--- config.mk ---
export PLATFORM = sky130hd
export DESIGN_NAME = pipe_sum_tree
export DESIGN_NICKNAME = d
export VERILOG_FILES = /design/src/rtl/pipe_sum_tree.sv
export SDC_FILE = /design/constraint.sdc
export NUM_CORES = 1
export LEC_CHECK = 0
export ABC_AREA = 0
export CAP_MARGIN = 15
export CORE_MARGIN = 5
export CORE_UTILIZATION = 39
export DETAILED_ROUTE_END_ITERATION = 8
export PLACE_DENSITY = 0.58
export SETUP_SLACK_MARGIN = 0.02
export SYNTH_ARGS = -nofsm -noshare
export SYNTH_HDL_FRONTEND = slang
export SYNTH_SLANG_ARGS = --single-unit
--- constraint.sdc ---
create_clock -name clk -period 3.3 [get_ports clk]
set_input_delay 0.495 -clock clk [delete_from_list [all_inputs] [get_ports clk]]
set_output_delay 0.495 -clock clk [all_outputs]
set_load 0.02 [all_outputs]
--- src/rtl/pipe_sum_tree.sv ---
// pipe_sum_tree: fully pipelined pairwise reduction tree, one tree level per clock.
// Sums N_IN signed lanes into one WORD_LEN word after LEVELS = log2(N_IN) cycles.
//   clk        rising-edge clock
//   rst_n      asynchronous active-low reset; clears all levels
//   hold       1 = freeze every pipeline register
//   in_valid   in_data carries a vector this cycle
//   in_data    packed lanes, lane i at [i*WORD_LEN +: WORD_LEN]
//   out_valid  sum_out/out_sat valid this cycle
//   sum_out    reduced result (signed)
//   out_sat    saturation occurred somewhere in this result's tree (SAT_MODE=1 only)
// SAT_MODE=0 halves every level (floor), SAT_MODE=1 adds full scale with saturation.
module pipe_sum_tree #(
  parameter int unsigned WORD_LEN = 32,
  parameter int unsigned N_IN     = 8,
  parameter int unsigned SAT_MODE = 0
) (
  input  logic                     clk,
  input  logic                     rst_n,
  input  logic                     hold,
  input  logic                     in_valid,
  input  logic [N_IN*WORD_LEN-1:0] in_data,
  output logic                     out_valid,
  output logic [WORD_LEN-1:0]      sum_out,
  output logic                     out_sat
);

  localparam int unsigned LEVELS = $clog2(N_IN);

  for (genvar k = 1; k <= LEVELS; k++) begin : lvl
    localparam int unsigned NW = N_IN >> k;

    logic [WORD_LEN-1:0] src [2*NW];
    logic [2*NW-1:0]     src_sat;
    logic                src_valid;

    logic [WORD_LEN-1:0] nxt [NW];
    logic [NW-1:0]       nxt_sat;

    logic [WORD_LEN-1:0] word_q [NW];
    logic [NW-1:0]       sat_q;
    logic                valid_q;

    if (k == 1) begin : from_in
      always_comb begin
        for (int unsigned i = 0; i < 2*NW; i++) begin
          src[i] = in_data[i*WORD_LEN +: WORD_LEN];
        end
      end
      assign src_sat   = '0;
      assign src_valid = in_valid;
    end else begin : from_prev
      always_comb begin
        for (int unsigned i = 0; i < 2*NW; i++) begin
          src[i] = lvl[k-1].word_q[i];
        end
      end
      assign src_sat   = lvl[k-1].sat_q;
      assign src_valid = lvl[k-1].valid_q;
    end

    always_comb begin
      logic [WORD_LEN:0] s;
      logic              sat_here;
      for (int unsigned j = 0; j < NW; j++) begin
        s = {src[2*j][WORD_LEN-1], src[2*j]} + {src[2*j+1][WORD_LEN-1], src[2*j+1]};
        sat_here = 1'b0;
        if (SAT_MODE == 0) begin
          // Dropping the LSB of the extended sum is an exact floor(s/2).
          nxt[j] = s[WORD_LEN:1];
        end else begin
          nxt[j] = s[WORD_LEN-1:0];
          // Top two bits disagreeing means the sum left the WORD_LEN range.
          if (s[WORD_LEN:WORD_LEN-1] == 2'b01) begin
            nxt[j]   = {1'b0, {(WORD_LEN-1){1'b1}}};
            sat_here = 1'b1;
          end else if (s[WORD_LEN:WORD_LEN-1] == 2'b10) begin
            nxt[j]   = {1'b1, {(WORD_LEN-1){1'b0}}};
            sat_here = 1'b1;
          end
        end
        nxt_sat[j] = (SAT_MODE != 0) && (sat_here || src_sat[2*j] || src_sat[2*j+1]);
      end
    end

    always_ff @(posedge clk or negedge rst_n) begin
      if (!rst_n) begin
        for (int unsigned i = 0; i < NW; i++) begin
          word_q[i] <= '0;
        end
        sat_q   <= '0;
        valid_q <= 1'b0;
      end else if (!hold) begin
        for (int unsigned i = 0; i < NW; i++) begin
          word_q[i] <= nxt[i];
        end
        sat_q   <= nxt_sat;
        valid_q <= src_valid;
      end
    end
  end

  assign out_valid = lvl[LEVELS].valid_q;
  assign sum_out   = lvl[LEVELS].word_q[0];
  assign out_sat   = lvl[LEVELS].sat_q[0];

endmodule

# After elaboration in Yosys (flattened, before gate mapping)
# Index checks and enable logic that the tools add are counted.
[word_totals]
reg_bits = 227
input_bits = 260
output_inout_bits = 34
wordCells = 17
[classes]
n_addsub = 7
[ops]
columns = ["cell", "n"]
rows = [
  ["$add A32 B32 Y33", 7],
]

# Longest topological paths before layout
# Gate-level depths: netlist of run 1.
[logic_depth]
ltp_word = 1
depth_mapped = 10
depth_no_buf = 10

# Worst setup path before layout of run 1
# OpenSTA, ideal clock, no wires.
[synth_timing]
kind = "input-to-reg"
from = "in in_data[192]"
to = "reg lvl[1].word_q[25] (netlist bit)"
setup_time_ns = 0.123
t_arrival_ns = 2.902
required_time_ns = 3.177
slack_ns = 0.275
cell_stages = 10
path_buffers = 0
cell_sequence = "and2_1 fa_1 a21oi_1 o21ai_2 a2111o_1 and4_4 o311ai_4 a21oi_1 a2111o_1 o221a_2"
[synth_via]
elab_chain_cells = 1
[synth_lines]
columns = ["element", "line", "rtl"]
rows = [
  ["start: declaration", "21", "input logic [N_IN*WORD_LEN-1:0] in_data,"],
  ["$add A32 B32 Y33", "65", "s = {src[2*j][WORD_LEN-1], src[2*j]} + {src[2*j+1][WORD_LEN-1], src[2*j+1]};"],
  ["end signal: indexed assignment", "94", "word_q[i] <= nxt[i];"],
  ["end: declaration", "39", "logic [WORD_LEN-1:0] word_q [NW];"],
]
# Every way passes these cells.
# A chain may end at the register's enable or synchronous reset.

# Final worst setup path of run 1
# Same ends and word-level chain as after synthesis.

==> results of run 1 <==
## repair_timing
item	4_1_cts	5_1_grt
setup endpoints to repair	0	9
resized for setup	0	3
hold buffers	1	0
hold endpoints to repair	79	0
## path summary, 6_finish.rpt
| path | endpoint | startpoint | cells after the start | slack, ps |
|---|---|---|---|---|
| min in group asynchronous | lvl[1].word_q[109]$_DFFE_PN0N_ | rst_n | 2 | 540 |
| max in group asynchronous | lvl[1].word_q[19]$_DFFE_PN0N_ | rst_n | 3 | 1940 |
| worst min register to register | sum_out[4]$_DFFE_PN0N_ | sum_out[4]$_DFFE_PN0N_ | 2 | 480 |
| worst min-delay path | lvl[1].word_q[18]$_DFFE_PN0N_ | hold | 3 | 430 |
| worst max-delay path | lvl[1].word_q[25]$_DFFE_PN0N_ | in_data[192] | 11 | 170 |
| worst max register to register | sum_out[24]$_DFFE_PN0N_ | lvl[2].word_q[39]$_DFFE_PN0N_ | 11 | 220 |
## flip-flops by register name, indices dropped and copies added (netlist names)
signal       flops
lvl.valid_q      2
lvl.word_q     192
out_valid        1
sum_out         32
## where the power goes
group	internal [uW]	total [uW]	switching, uW	leakage, uW
Clock	1880	3090	1210	0.000459
Sequential	3700	4460	762	0.00274
Combinational	4230	9680	5450	0.00787
## synthesized netlist by cell type (all sizes together) (31+ instances only)
cell / number / area [um^2]
nand2: 337 / 1267
o21ai: 259 / 1300
dfrtp: 227 / 5680
a21oi: 218 / 1114
ha: 217 / 2715
xnor2: 108 / 945.9
nor2: 98 / 367.9
a21o: 97 / 728.2
clkbuf: 79 / 296.5
xor2: 55 / 481.7
inv: 50 / 187.7
nand3: 48 / 240.2
nor3: 36 / 180.2
o21bai: 34 / 255.2
nand4: 31 / 193.9
## metal layers
metal / share of wire, % / vias to the layer above / GRT usage [%] / routed length [um]
met5: 0 / - / 0 / 0
met4: 1.4 / 0 / 3.114 / 841
met3: 4.5 / 48 / 2.800 / 2774
met2: 44 / 438 / 33.35 / 26970
met1: 50 / 8980 / 32.31 / 30940
li1: - / 9500 / - / -
## final cells by class
type	instances	share of cell area, %
multi-input combinational	2000	54.08
sequential	227	22.54
timing repair buffer	414	15.58
clock buffer	44	3.460
tap	672	3.336
inverter	51	0.7596
clock inverter	6	0.2433
## worst max-delay path, stage by stage
cell             delay, ps
clkdlybuf4s50_1        420
and2_1                 170
fa_1                   390
a21oi_1                260
o21ai_2                 90
a2111o_1               470
and4_4                 230
o311ai_4               360
a21oi_1                150
a2111o_1               390
o221a_2                130
## logic make-up after synthesis
logic type,count (synthesis)
flops,227
fa+ha+maj,224
other cells,1
simple gates,733
compound gates,858
buf+inv,142
mux,21
xor+xnor,163
## per-stage QoR
stage	cell area (um^2)	std cells	setup WS [ps]	hold WS (ps)
global placement	24240	3363	-403.7	465.9
detailed placement	24240	3363	-429.7	467.9
global route	25200	3414	23.87	452.2
CTS	25190	3414	126.4	413.9
finish	25200	3414	172.1	425.4
floorplan	19840	2369	275.2	199.4
==> reports/qor.json, run 1 <==
{
  "status": {
    "result_of_the_run": "completed"
  },
  "detailed_routing": {
    "detail_route.drc_violations": 0,
    "routedWlPerCell_um": 18.02,
    "routed_wl_um": 61530,
    "via_count": 18970,
    "drt_first_iter_violations": 1351,
    "drt.antenna.violating_nets": 0,
    "first_pass_iters": 5,
    "route.detailed.vias_per_inst": 5.555
  },
  "floorplan": {
    "initial_cell_density_of_the_core_pct": 39.47,
    "dieWidth_um": 235.6,
    "rows": 82,
    "design.core.area_mm2": 0.05027,
    "floorplan.die.height_um": 235.6,
    "design.portCount": 294,
    "die-area_mm2": 0.05549
  },
  "cells_and_area": {
    "area_growth_syn_to_layout_pct": 27.01,
    "register_area_mm2": 0.005680,
    "fill_cells": 4882,
    "post_route_cells_drive_above_1_share_pct": 8.534,
    "final_common_cell": "nand2_1",
    "antenna_cells_inserted": 0,
    "final_cell_mix": "336 x nand2_1, 290 x clkdlybuf4s50_1, 250 x o21ai_0, 227 x dfrtp_1, 217 x ha_1",
    "post-route-util_pct": 50.13,
    "multi_input_comb_area_mm2": 0.01363,
    "final_net_count": 3206
  },
  "yosys": {
    "yosys_warnings": 0,
    "synth_fa_ha_area_share_pct": 14.39,
    "synthDistinctLibCells": 101,
    "synth_top_family_by_area": "compound AO/OA/AOI/OAI gates",
    "ys_seq_elements": 227,
    "area_share_of_and_or_nand_nor_cells_after_synthesis_pct": 17.88,
    "share_of_flip_flops_with_an_asynchronous_set_or_reset_pct": 100.0,
    "synth-edff-count": 0,
    "synth_xor_xnor_area_share_pct": 7.195,
    "postSynthCellCount": 2369,
    "dominantRegCellSynth": "dfrtp_1",
    "synthesis.nets": 2853,
    "mappedNetlistArea_mm2": 0.01984,
    "synth-compound-area-share_pct": 27.95,
    "seq_total_area_yosys_pct": 28.63,
    "syn_area_per_cell_um2": 8.376,
    "mux_contribution_to_synthesized_area_pct": 1.173
  },
  "clock_tree": {
    "postCtsSetupRepairBufs": 0,
    "ctsRootBufferMaster": "clkbuf_16",
    "clock_path_buffers": 3,
    "cts-buffers-inserted": 28,
    "clkSlewWorstSetupHoldPaths_ps": 60,
    "clk-insertion-delay-late_ps": 550,
    "total_number_of_clock_tree_sinks": 227,
    "tritoncts": "done",
    "h-tree-depth": 1
  },
  "worst_setup_path": {
    "worst-path-max-fanout": 5,
    "arrival_ps": 3560,
    "worstSetupEndpointType": "flip-flop",
    "crit_required_ps": 3740,
    "crit_start_category": "primary input",
    "crit_type": "in -> reg"
  },
  "flow_run": {
    "timing.max_cap.violations": 0
  },
  "grt": {
    "grt_pass1_wl_um": 100200,
    "globalRoute.totalOverflow": 0,
    "grt_start_max_net_pins": 103,
    "number_of_global_route_vias_before_repair": 18810,
    "groute.usage.overall_pct": 21.35,
    "antenna_violations_before_repair": 0
  },
  "timing": {
    "final_period_minus_worst_setup_slack_ps": 3128,
    "worstMarginPinSlew_ps": 702.1,
    "final.setup.tns_ps": 0,
    "setup_viol": 0,
    "final-max-slew-violation-count": 0,
    "rsz_0062_raised_after_global_routing": "false",
    "fmax_ghz": 0.3197,
    "hold_viol": 0,
    "finalClockSkew_ps": 18.52,
    "fin_crit_sh_pct": 94.78,
    "worst_case_headroom_to_the_max_slew_limit_pct": 51.98
  },
  "power_and_ir_drop": {
    "power.leakage_uw": 0.01108,
    "power.density_mw_per_mm2": 683.7,
    "ir_drop_uv": 444.6,
    "design_power_total_uw": 17230
  },
  "hold_path": {
    "holdCritPathClass": "in -> reg"
  },
  "place": {
    "finalWeightedCongestion": 0.8838,
    "buffer_ports.inserted": 292,
    "post-dp-hpwl_um": 49990
  }
}
No activity file was read; power rests on OpenSTA's default activity.
==> run 2: changes to the inputs <==
- CORE_MARGIN: 5 -> not set
==> reports/qor.json, run 2 (synthesis results as in run 1) <==
{
  "place": {
    "post-dp-hpwl": {"value": 48930, "unit": "um", "change": "-2.1%"},
    "detailed_place.area": {"value": 0.02429, "unit": "mm^2", "change": "+0.18%"},
    "buffer_ports.inserted": {"value": 292, "change": "unchanged"},
    "finalWeightedCongestion": {"value": 0.8973, "change": "+1.5%"}
  },
  "power_and_ir_drop": {
    "pwr-share-comb": {"value": 55.6, "unit": "%", "change": "-0.6 points"},
    "p_clk_share": {"value": 18.7, "unit": "%", "change": "+0.8 points"},
    "sequential_share_of_power": {"value": 25.7, "unit": "%", "change": "-0.2 points"},
    "power.density": {"value": 686.8, "unit": "mW/mm^2", "change": "+0.46%"},
    "switching_power": {"value": 7440, "unit": "uW", "change": "+0.20%"},
    "ir_drop": {"value": 451.3, "unit": "uV", "change": "+1.5%"},
    "power.leakage": {"value": 0.01114, "unit": "uW", "change": "+0.54%"},
    "cell_internal_pwr": {"value": 9939, "unit": "uW", "change": "+1.4%"},
    "power.switching_fraction": {"value": 42.81, "unit": "%", "change": "-0.28 points"}
  },
  "flow_run": {
    "timing.max_cap.violations": {"value": 0, "change": "unchanged"}
  },
  "timing": {
    "final-max-slew-violation-count": {"value": 0, "change": "unchanged"},
    "fmax": {"value": 0.3140, "unit": "GHz", "change": "-1.8%"},
    "finalClockSkew": {"value": 10.80, "unit": "ps", "change": "-7.720 ps"},
    "worstMarginPinSlew": {"value": 727.0, "unit": "ps", "change": "+24.89 ps"},
    "fin_crit_sh": {"value": 96.51, "unit": "%", "change": "+1.7 points"},
    "final_period_minus_worst_setup_slack": {"value": 3185, "unit": "ps", "change": "+57.05 ps"},
    "final.setup.tns": {"value": 0, "unit": "ps", "change": "unchanged"},
    "worst_case_headroom_to_the_max_slew_limit": {"value": 51.53, "unit": "%", "change": "-0.45 points"},
    "rsz_0062_raised_after_global_routing": "true",
    "setup_viol": {"value": 0, "change": "unchanged"},
    "whs": {"value": 345.2, "unit": "ps", "change": "-80.13 ps"},
    "hold_viol": {"value": 0, "change": "unchanged"}
  },
  "clock_tree": {
    "clk-insertion-delay-late": {"value": 560, "unit": "ps", "change": "about the same"},
    "clkSlewWorstSetupHoldPaths": {"value": 60, "unit": "ps", "change": "about the same"},
    "cts-buffers-inserted": {"value": 28, "change": "unchanged"},
    "clock_path_buffers": {"value": 3, "change": "unchanged"},
    "tritoncts": "done",
    "ctsRootBufferMaster": "clkbuf_16",
    "h-tree-depth": {"value": 1, "change": "unchanged"},
    "total_number_of_clock_tree_sinks": {"value": 227, "change": "unchanged"}
  },
  "grt": {
    "antenna_violations_before_repair": {"value": 0, "change": "unchanged"},
    "grt_pass1_wl": {"value": 97120, "unit": "um", "change": "-3.1%"},
    "globalRoute.totalOverflow": {"value": 0, "change": "unchanged"},
    "groute.usage.overall": {"value": 23.28, "unit": "%", "change": "+1.9 points"},
    "number_of_global_route_vias_before_repair": {"value": 18340, "change": "-2.5%"},
    "grt_start_max_net_pins": {"value": 136, "change": "+32%"}
  },
  "cells_and_area": {
    "final_net_count": {"value": 3215, "change": "+0.28%"},
    "final_common_cell": "nand2_1",
    "regMostFlops": "lvl.word_q",
    "final_cell_mix": "336 x nand2_1, 290 x clkdlybuf4s50_1, 250 x o21ai_0, 227 x dfrtp_1, 217 x ha_1",
    "largest_reg_flops": {"value": 192, "change": "unchanged"},
    "post_route_cells_drive_above_1_share": {"value": 8.790, "unit": "%", "change": "+0.26 points"},
    "area_growth_syn_to_layout_pct": 27.52,
    "postLayoutCellArea": {"value": 0.02530, "unit": "mm^2", "change": "+0.40%"}
  },
  "worst_setup_path": {
    "worstSetupEndpointType": "flip-flop",
    "timing.critical_path.depth": {"value": 13, "change": "+2"},
    "crit_type": "in -> reg",
    "r2r_depth": {"value": 10, "change": "-1"},
    "crit_required": {"value": 3740, "unit": "ps", "change": "about the same"},
    "critical_path.top_delay_family": "compound AO/OA/AOI/OAI gates",
    "crit_start_category": "primary input",
    "crit_slowest_cell": "o31ai_1",
    "cpPeakStageDelay": {"value": 580, "unit": "ps", "change": "+110 ps"},
    "critical_path.n_buffers_inverters": {"value": 3, "change": "+2"},
    "worst-path-max-fanout": {"value": 4, "change": "-1"},
    "cp_cell_sequence": "clkdlybuf4s50_1 > and2_1 > fa_1 > a21oi_1 > o21ai_1 > a2111oi_4 > o31ai_1 > buf_4 > nor4_2 > buf_4 > nor4_2 > o211ai_1 > a221o_1",
    "arrival": {"value": 3630, "unit": "ps", "change": "+70 ps"}
  },
  "detailed_routing": {
    "first_pass_iters": {"value": 5, "change": "unchanged"},
    "routedWlPerCell": {"value": 17.71, "unit": "um", "change": "-1.7%"},
    "route.detailed.vias_per_inst": {"value": 5.570, "change": "+0.27%"},
    "routed_wl": {"value": 60680, "unit": "um", "change": "-1.4%"},
    "detail_route.drc_violations": {"value": 0, "change": "unchanged"},
    "drt.antenna.violating_nets": {"value": 0, "change": "unchanged"},
    "drt_first_iter_violations": {"value": 1307, "change": "-3.3%"},
    "via_count": {"value": 19090, "change": "+0.65%"}
  },
  "hold_path": {
    "hold-path-cell-count": {"value": 3, "change": "unchanged"},
    "holdCritPathClass": "in -> reg"
  },
  "floorplan": {
    "design.portCount": {"value": 294, "change": "unchanged"},
    "floorplan.die.height": {"value": 227.6, "unit": "um", "change": "-3.4%"},
    "initial_cell_density_of_the_core": {"value": 39.55, "unit": "%", "change": "+0.081 points"},
    "dieWidth": {"value": 227.6, "unit": "um", "change": "-3.4%"},
    "die-area": {"value": 0.05179, "unit": "mm^2", "change": "-6.7%"},
    "rows": {"value": 82, "change": "unchanged"},
    "design.core.area": {"value": 0.05017, "unit": "mm^2", "change": "-0.20%"}
  },
  "status": {
    "result_of_the_run": "completed"
  }
}
## run 2: final cells by class
type | count | area, um^2
fill | 4863 | 24870
multi-input combinational | 2000 | 13640
sequential | 227 | 5680
timing repair buffer | 423 | 3969
clock buffer | 45 | 865.8
tap | 672 | 840.8
inverter | 51 | 191.4
clock inverter | 7 | 110.1
antenna | 2 | 5.005
## run 2: worst min-delay path: cells and delay by family
| kind | cells | cell delay, ps |
|---|---|---|
| simple gates | 1 | 90 |
| compound gates | 1 | 70 |
| buf+inv | 1 | 170 |
## run 2: metal layers
metal / track usage [%] / wire [um] / up-vias
li1: - / - / 9509
met1: 35.26 / 30850 / 9102
met2: 36.20 / 26530 / 420
met3: 1.910 / 2426 / 58
met4: 3.875 / 881 / 0
met5: 0 / 0 / -
## run 2: power groups by stage
stage          sequential, uW  clock (uW)  combinational, uW
2_1_floorplan            4390           0               6220
5_1_grt                  4570        3420              10700
6_report                 4470        3250               9660
3_5_place_dp             4510           0               9570
3_3_place_gp             4510           0               9470
4_1_cts                  4480        3320               9620
## run 2: metrics by stage
step / total power, uW / std cells / utilization (%) / setup WS, ps
after CTS: 17420 / 3425 / 50.37 / 177.5
after global routing: 18690 / 3425 / 50.42 / -2.233
final: 17380 / 3427 / 50.43 / 115.0
after detailed placement: 14080 / 3372 / 48.41 / -380.9
after global placement: 13980 / 3372 / 48.41 / -371.4
after floorplan: 10610 / 2369 / - / 275.2
## run 2: worst paths after layout
check,from,endpoint,slack [ps]
min in group asynchronous,rst_n,lvl[1].word_q[111]$_DFFE_PN0N_,540
min,hold,lvl[2].word_q[60]$_DFFE_PN0N_,350
min reg2reg,sum_out[5]$_DFFE_PN0N_,sum_out[5]$_DFFE_PN0N_,480
max,in_data[0],lvl[1].word_q[127]$_DFFE_PN0N_,120
max in group asynchronous,rst_n,sum_out[3]$_DFFE_PN0N_,1900
max reg2reg,lvl[1].word_q[32]$_DFFE_PN0N_,lvl[2].word_q[29]$_DFFE_PN0N_,140
## run 2: timing repair
| item | in CTS | in global routing |
|---|---|---|
| hold buffers | 1 | 0 |
| endpoints found under the setup margin | 0 | 3 |
| buffers inserted | 0 | 0 |
| endpoints found under the hold margin | 53 | 0 |
| gates resized for setup | 0 | 3 |
